**config.mk**
```make
export PLATFORM = sky130hd
export DESIGN_NAME = mem_arbiter
export DESIGN_NICKNAME = d
export VERILOG_FILES = /design/src/rtl/mem_arb_pkg.sv /design/src/rtl/arb_port.sv /design/src/rtl/mem_arbiter.sv
export SDC_FILE = /design/constraint.sdc
export NUM_CORES = 1
export LEC_CHECK = 0
export ABC_AREA = 0
export CAP_MARGIN = 0
export CORE_ASPECT_RATIO = 0.7
export CORE_MARGIN = 5
export CORE_UTILIZATION = 37
export DETAILED_ROUTE_END_ITERATION = 10
export PLACE_DENSITY = 0.85
export SYNTH_ARGS = -nofsm -noshare
export SYNTH_HDL_FRONTEND = slang
export SYNTH_SLANG_ARGS = --single-unit
```
**constraint.sdc**
```tcl
create_clock -name clk -period 3.9 [get_ports clk]
set_input_delay 0.975 -clock clk [delete_from_list [all_inputs] [get_ports clk]]
set_output_delay 0.975 -clock clk [all_outputs]
set_load 0.01 [all_outputs]
```
**src/rtl/mem_arb_pkg.sv**
```systemverilog
// Shared constants and types for the two-requester memory arbiter.
package mem_arb_pkg;

  localparam int unsigned RD_LAT_DEF     = 2;
  localparam int unsigned STARVE_MAX_DEF = 4;

  localparam logic ID_C = 1'b0;
  localparam logic ID_D = 1'b1;

  localparam int unsigned ADDR_W = 15;
  localparam int unsigned DATA_W = 16;
  localparam int unsigned CNT_W  = 3;

  // One slot of the load-return pipeline: which requester owns the load in flight.
  typedef struct packed {
    logic valid;
    logic id;
  } owner_t;

endpackage

```
**src/rtl/arb_port.sv**
```systemverilog
// Two-way fixed priority (C over D) for one memory port, with a starvation escape for D.
module arb_port
  import mem_arb_pkg::*;
#(
  parameter int unsigned STARVE_MAX = STARVE_MAX_DEF
) (
  input  logic clk,
  input  logic rst_n,
  input  logic c_req,
  input  logic d_req,
  // D is held off this cycle by an address collision; it neither competes nor ages.
  input  logic d_defer,
  output logic c_gnt,
  output logic d_gnt
);

  logic [CNT_W-1:0] cnt_q, cnt_d;
  logic             d_elig;
  logic             starve;

  assign d_elig = d_req & ~d_defer;
  assign starve = d_elig & (cnt_q == CNT_W'(STARVE_MAX));
  assign c_gnt  = c_req & ~starve;
  assign d_gnt  = d_elig & (~c_req | starve);

  // Count consecutive denied D cycles; clear on grant or on D withdrawing.
  always_comb begin
    cnt_d = cnt_q;
    if (!d_req || d_gnt) begin
      cnt_d = '0;
    end else if (!d_defer && (cnt_q != '1)) begin
      cnt_d = cnt_q + CNT_W'(1);
    end
  end

  // Starvation counter register.
  always_ff @(posedge clk or negedge rst_n) begin
    if (!rst_n) begin
      cnt_q <= '0;
    end else begin
      cnt_q <= cnt_d;
    end
  end

endmodule

```
**src/rtl/mem_arbiter.sv**
```systemverilog
// CPU/DMA arbiter onto a memory with independent read and write ports.
module mem_arbiter
  import mem_arb_pkg::*;
#(
  parameter int unsigned RD_LAT     = RD_LAT_DEF,
  parameter int unsigned STARVE_MAX = STARVE_MAX_DEF
) (
  input  logic              clk,
  input  logic              rst_n,
  input  logic              c_req,
  input  logic              c_we,
  input  logic [ADDR_W-1:0] c_addr,
  input  logic [DATA_W-1:0] c_wdata,
  input  logic              d_req,
  input  logic              d_we,
  input  logic [ADDR_W-1:0] d_addr,
  input  logic [DATA_W-1:0] d_wdata,
  output logic              c_gnt,
  output logic              d_gnt,
  output logic              c_rvalid,
  output logic              d_rvalid,
  output logic [DATA_W-1:0] rdata,
  output logic [ADDR_W-1:0] mem_raddr,
  input  logic [DATA_W-1:0] mem_rdata,
  output logic              mem_wen,
  output logic [ADDR_W-1:0] mem_waddr,
  output logic [DATA_W-1:0] mem_wdata
);

  logic c_ld, c_st, d_ld, d_st, same_addr;
  logic c_ld_blk, d_ld_blk;
  logic rd_c_gnt, rd_d_gnt, wr_c_gnt, wr_d_gnt;
  logic [ADDR_W-1:0] raddr_q, raddr_d;
  owner_t [RD_LAT-1:0] pipe_q, pipe_d;
  owner_t head;

  // we selects: a requester issues either a load or a store, never both.
  assign c_ld      = c_req & ~c_we;
  assign c_st      = c_req & c_we;
  assign d_ld      = d_req & ~d_we;
  assign d_st      = d_req & d_we;
  assign same_addr = (c_addr == d_addr);

  // Write-before-read: a load colliding with the other side's store waits a cycle.
  assign c_ld_blk = c_ld & d_st & same_addr;
  assign d_ld_blk = d_ld & c_st & same_addr;

  arb_port #(.STARVE_MAX(STARVE_MAX)) u_rd_port (
    .clk    (clk),
    .rst_n  (rst_n),
    .c_req  (c_ld & ~c_ld_blk),
    .d_req  (d_ld),
    .d_defer(d_ld_blk),
    .c_gnt  (rd_c_gnt),
    .d_gnt  (rd_d_gnt)
  );

  arb_port #(.STARVE_MAX(STARVE_MAX)) u_wr_port (
    .clk    (clk),
    .rst_n  (rst_n),
    .c_req  (c_st),
    .d_req  (d_st),
    .d_defer(1'b0),
    .c_gnt  (wr_c_gnt),
    .d_gnt  (wr_d_gnt)
  );

  // Grants and memory port drive; reset masks everything combinationally.
  always_comb begin
    raddr_d = raddr_q;
    if (rd_c_gnt) begin
      raddr_d = c_addr;
    end else if (rd_d_gnt) begin
      raddr_d = d_addr;
    end
    c_gnt     = rst_n & (rd_c_gnt | wr_c_gnt);
    d_gnt     = rst_n & (rd_d_gnt | wr_d_gnt);
    mem_raddr = rst_n ? raddr_d : '0;
    mem_wen   = rst_n & (wr_c_gnt | wr_d_gnt);
    mem_waddr = wr_d_gnt ? d_addr : c_addr;
    mem_wdata = wr_d_gnt ? d_wdata : c_wdata;
  end

  // Owner pipeline: slot 0 takes this cycle's load grant, the last slot is due now.
  always_comb begin
    pipe_d          = pipe_q;
    pipe_d[0].valid = rd_c_gnt | rd_d_gnt;
    pipe_d[0].id    = rd_d_gnt ? ID_D : ID_C;
    for (int i = 1; i < int'(RD_LAT); i++) begin
      pipe_d[i] = pipe_q[i-1];
    end
  end

  // Read address hold and owner pipeline registers; reset drops loads in flight.
  always_ff @(posedge clk or negedge rst_n) begin
    if (!rst_n) begin
      raddr_q <= '0;
      pipe_q  <= '0;
    end else begin
      raddr_q <= raddr_d;
      pipe_q  <= pipe_d;
    end
  end

  // Load return: at most one owner per cycle since the pipeline holds one entry per slot.
  always_comb begin
    head     = pipe_q[RD_LAT-1];
    c_rvalid = head.valid & (head.id == ID_C);
    d_rvalid = head.valid & (head.id == ID_D);
    rdata    = head.valid ? mem_rdata : '0;
  end

endmodule

```
==> impl_metrics.ini, run 1 <==
[status]
status = completed

[finish]
n_fill_cell = 406
fin_area_um2 = 4790
drive_gt1_frac = 0.381
n_antenna_cell = 0
area_delta_synth_final_pct = 103
fin_nets = 590

[drt]
post_drt_via_cell_ratio = 5.52
vias = 3185
dr.pass1.iters = 6
wl_um = 11100
drt_iter0_drc = 265
drtAntennaViolNets = 0
drc_errors = 0
avgRoutedWirePerCell_um = 19.3

[logic_synthesis]
avgSynthCellArea_um2 = 8.51
yosys_warnings = 0
ys_types = 37
synth_area_um2 = 2360
synth_enable_flop_cells = 0
synth_nets = 367
seq_area_frac_synth = 0.266
synthCells = 277
postSynth.asyncResetShare = 1.00
synth_top_cell_area_share = 0.266
synth-seq-cells = 25
synth_top_area_cell = dfrtp_1
ys.flop_type = dfrtp_1
netlist_top_cells_area = dfrtp_1, mux2_2, a311o_1

[die]
start_util = 0.379
die_w_um = 105
dieArea_um2 = 8090
io_pins = 151
core.rowCount = 24
fp.dieH_um = 76.8
fp.coreArea_um2 = 6220

[power_and_ir_drop]
pwr-share-clk = 0.170
seqPwrFrac = 0.312
p_comb_frac = 0.518
irDropWorstVdd_uv = 150
p_leak_nw = 2.19
switchingPower_w = 0.000321
power_density_nw_per_um2 = 197
p_sw_frac = 0.340
p_int_w = 0.000624

[clock_tree]
cts_htree_levels = 1
cts.sinks = 25
cts_tree = done
cts_buffer_depth = 2
cts-root-buf = clkbuf_8
clk_pin_slew_worst_paths_ns = 0.09
numCtsBuffers = 3
clk_latency_ns = 0.27

[critical_path]
endpoint = mem_raddr[0]
crit_type = input pin to primary output
rr_endpoint = raddr_q[1]
crit_start = c_addr[13]
r2r_start = u_rd_port.cnt_q[0]
worstPathArrival_ns = 2.89
worstPathCellList = buf_6 -> xor2_4 -> nor4_4 -> nand4_4 -> buf_6 -> o311a_4 -> buf_6 -> buf_4 -> nand2_1 -> a31oi_1 -> clkbuf_2
rr_worst_depth = 8
cp_max_fo = 5
required_ns = 2.92
max_stage_delay_ns = 0.35
critPathMostFrequentCell = buf_6
slowest_stage = nor4_4
rrSetupSlack_ns = 2.11
end_kind = primary output
startpoint_type = input pin

[grt]
grt_start_max_net_pins = 27
antenna_found_initial = 0
use_met1 = 0.292
grt_pass1_wl_um = 17100
gr-max-usage-layer = met2
use_met3 = 0.0730
track_usage = 0.261
use_met2 = 0.480
first_global_vias = 3409
overflow = 0

[sta]
slew_viol_final = 0
finalHoldViolations = 0
finalSetupViolCount = 0
fin_crit_sh = 0.991
rsz0062_at_grt = true
max_freq_ghz = 0.259
finClkSkew_ns = 0.00304
setup_ws_ns = 0.0351
slew_headroom = 0.719
fin_crit_ns = 3.86
worstMarginPinSlew_ns = 0.420

[placement]
numPortBuffers = 150
place_ws_ns = -0.682
place_congestion = 0.848
placed_area_um2 = 4420
place_hpwl_um = 7880

[hold_path]
hold_path.class = register to register
hold_depth = 0

[run]
maxCapViolCount = 0
==> cell usage after synthesis, drive strengths merged, types with 11 or more instances <==
cell type and instances:
nor2 11, and2 17, a31oi 15, o21ai 17
dfrtp 25, nand2 38, a311o 15, nand3 17
xor2 13, a21oi 21, clkbuf 11, mux2 31
==> worst min path at each step <==
stage	startpoint	endpoint	slack, ns
after global routing	pipe_d[2]	head[0]	0.36
after CTS	pipe_d[2]	head[0]	0.36
final	pipe_d[2]	head[0]	0.36
after global placement	pipe_d[3]	head[1]	0.33
after floorplan	pipe_d[2]	head[0]	0.33
after detailed placement	pipe_d[2]	head[0]	0.34
==> kinds of logic after synthesis <==
kind of cell	Yosys count	synth area share
compound gates	75	0.226
fa+ha+maj	6	0.0319
simple gates	95	0.204
mux	35	0.165
xor+xnor	17	0.0632
flops	25	0.266
buf+inv	24	0.0435
==> power groups by stage <==
stage               Sequential, W  Clock, W  Combinational, W
CTS                      0.000294  0.000159          0.000461
global placement         0.000298         0          0.000456
finish                   0.000295  0.000161          0.000490
floorplan                0.000295         0          0.000171
global route             0.000298  0.000174          0.000522
detailed placement       0.000299         0          0.000468
==> what timing repair did <==
item                                    CTS  global route
setup buffers                             9             7
cloned                                    1             0
endpoints found under the hold margin     0             0
endpoints found under the setup margin   48            28
pin swaps                                18            16
hold buffers                              0             0
gates resized for setup                 160            84
==> routing by layer <==
layer	share of wire	wire length, um
met1	0.37	4110
met2	0.51	5710
met3	0.095	1060
met4	0.023	253
met5	0	0
==> critical path: cells and delay by family <==
| family | cells | cell delay, ns |
|---|---|---|
| xor gates and xnor gates | 1 | 0.18 |
| and+or+nand+nor | 3 | 0.61 |
| buffers and inverters | 5 | 0.69 |
| AOI/OAI and AO/OA | 2 | 0.42 |
==> flip-flops by register name, summed over array words and instances (netlist names) <==
name / cells
pipe_d: 2
raddr_q: 15
u_wr_port.cnt_q: 3
u_rd_port.cnt_q: 3
head: 2
==> area by class of cell <==
type                    count  area (um2)  share of cell area
clock inverters             1        5.00             0.00104
clock buffers               3        41.3             0.00862
flip-flops and latches     25         626               0.131
well taps                  78        97.6              0.0204
repair buffers            233        2070               0.433
multi-input cells         228        1910               0.400
inverters                   9        33.8             0.00705
==> cells in the final DEF (no fill, tap or decap), types with 3 or more instances in the layout <==
cell type        instances
xor2_2                   5
clkbuf_8                 3
buf_2                   14
a21oi_1                 20
a31oi_4                  3
clkdlybuf4s50_1         75
xor2_1                   4
buf_4                   69
nand3_1                 17
o21ai_1                  8
nand2_1                 28
dlygate4sd2_1           33
nand2_4                  6
nor2_1                   9
mux2_2                  31
a311o_1                 15
ha_1                     6
nand2_2                  4
mux2i_1                  4
o21ai_0                  8
xor2_4                   4
buf_6                   16
clkbuf_2                13
inv_1                    8
buf_12                   4
and2_1                  17
dlymetal6s2s_1           6
dfrtp_1                 25
a31oi_1                 11
nor2b_1                  3
==> metrics by stage <==
stage / power (W) / hold WS (ns) / util / std cells / TNS [ns]
6_report: 0.000946 / 0.359 / 0.771 / 577 / 0
5_1_grt: 0.000995 / 0.365 / 0.771 / 577 / -0.376
4_1_cts: 0.000914 / 0.360 / 0.742 / 570 / -0.569
3_5_place_dp: 0.000768 / 0.339 / 0.712 / 556 / -14.53
3_3_place_gp: 0.000754 / 0.335 / 0.712 / 556 / -12.09
2_1_floorplan: 0.000466 / 0.331 / - / 277 / 0
Note: power is estimated with default switching activity, not from simulation.
==> run 2, diff against run 1 <==
==> constraint.sdc (replaced) <==
create_clock -name clk -period 3.9 [get_ports clk]
set_input_delay 0.78 -clock clk [delete_from_list [all_inputs] [get_ports clk]]
set_output_delay 0.78 -clock clk [all_outputs]
set_load 0.01 [all_outputs]
==> impl_metrics.ini, run 2 (synthesis results as in run 1) <==
[critical_path]
required_ns = 3.12
worstPathArrival_ns = 3.10
cp_max_fo = 10
rrSetupSlack_ns = 2.19
end_kind = primary output
startpoint_type = input pin
crit_type = input pin to primary output

[clock_tree]
clk_pin_slew_worst_paths_ns = 0.09
clk_latency_ns = 0.27
cts-root-buf = clkbuf_8
cts_tree = done
cts.sinks = 25
numCtsBuffers = 3
cts_htree_levels = 1
cts_buffer_depth = 2

[sta]
slew_headroom = 0.627
rsz0062_at_grt = true
slew_viol_final = 0
fin_crit_ns = 3.88
finalSetupTns_ns = 0
finClkSkew_ns = 0.00186
finalHoldViolations = 0
worstMarginPinSlew_ns = 0.556
max_freq_ghz = 0.258
fin_crit_sh = 0.994
setup_ws_ns = 0.0219
finalSetupViolCount = 0

[power_and_ir_drop]
p_leak_nw = 1.88
power_density_nw_per_um2 = 205
irDropWorstVdd_uv = 149

[grt]
antenna_found_initial = 0
track_usage = 0.234
grt_start_max_net_pins = 32
overflow = 0
first_global_vias = 3053
grt_pass1_wl_um = 15400

[die]
core.rowCount = 24
io_pins = 151
dieArea_um2 = 8090
fp.dieH_um = 76.8
die_w_um = 105
start_util = 0.379
fp.coreArea_um2 = 6220

[finish]
area_delta_synth_final_pct = 87.2
reg_top3 = raddr_q: 15 flops, u_rd_port.cnt_q: 3 flops, u_wr_port.cnt_q: 3 flops
n_antenna_cell = 0
final_cell_mix = clkdlybuf4s50_1, buf_4, nand2_1
largest_reg_flops = 15
drive_gt1_frac = 0.256
fin_nets = 568
fin_cells = 555
final_common_cell = clkdlybuf4s50_1
n_fill_cell = 461
largest_register = raddr_q

[run]
maxCapViolCount = 0

[placement]
numPortBuffers = 150
place_ws_ns = -0.308
place_hpwl_um = 7630
place_congestion = 0.863
placed_cells = 549

[drt]
avgRoutedWirePerCell_um = 17.5
drt_iter0_drc = 235
dr.pass1.iters = 5
vias = 2963
wl_um = 9720
drc_errors = 0
drtAntennaViolNets = 0
post_drt_via_cell_ratio = 5.34

[hold_path]
hold_path.class = register to register

[status]
status = completed
-- run 2: changes by cell type in the layout (fill, tap and decap cells not counted), sizes merged --
cell / delta
clkinv: -1
buf: -42
clkdlybuf4s15: -1
dlygate4sd2: -28
clkdlybuf4s50: +54
dlymetal6s2s: -4
-- run 2: worst max-delay path, cell delays in order --
cell             delay [ns]
clkdlybuf4s50_1        0.46
xor2_2                 0.23
nor4_4                 0.30
nand4_4                0.16
buf_4                  0.17
o311a_4                0.37
buf_12                 0.15
nand2_1                0.08
a31oi_1                0.07
dlygate4sd2_1          0.31
-- run 2: layer usage --
layer	global-route usage	part of all wire	vias up
met5	0	0	-
met2	0.409	0.49	138
met4	0.0708	0.018	0
li1	-	-	1414
met3	0.0512	0.075	20
met1	0.287	0.42	1391
-- run 2: power by group --
group,total (W),switching (W),internal (W)
Clock,0.000157,0.0000834,0.0000733
Sequential,0.000295,0.0000101,0.000285
Combinational,0.000454,0.000192,0.000262
-- run 2: per-stage QoR --
stage                     cell area (um2)  hold slack, ns  utilization  total power [W]
after floorplan                      2360           0.331            -         0.000466
final                                4410           0.361        0.710         0.000906
after CTS                            4450           0.361        0.715         0.000909
after global routing                 4410           0.364        0.710         0.000951
after global placement               4360           0.335        0.701         0.000747
after detailed placement             4360           0.342        0.701         0.000760
-- run 2: worst paths after layout --
kind                                          from            endpoint  cells past startpoint
worst min-delay path                     pipe_d[3]             head[1]                      0
worst max-delay path                     d_addr[3]       mem_raddr[12]                     10
worst min register to register           pipe_d[3]             head[1]                      0
min in group asynchronous                    rst_n  u_rd_port.cnt_q[0]                      2
worst max register to register  u_rd_port.cnt_q[0]         raddr_q[12]                      8
max in group asynchronous                    rst_n           pipe_d[2]                      2
-- run 2: cell type report --
class,instances,area [um2],share of cell area
Sequential cell,25,626,0.142
Clock buffer,4,45.0,0.0102
Multi-Input combinational cell,228,1670,0.379
Timing Repair Buffer,211,1940,0.439
Inverter,9,33.8,0.00766
Tap cell,78,97.6,0.0221
-- run 2: what timing repair did --
| action | in CTS | in global routing |
|---|---|---|
| hold buffers | 0 | 0 |
| cloned | 0 | 0 |
| buffers inserted | 2 | 0 |
| hold endpoints to repair | 0 | 0 |
| gates resized for setup | 25 | 36 |
| endpoints found under the setup margin | 17 | 16 |
| pin swaps | 4 | 2 |
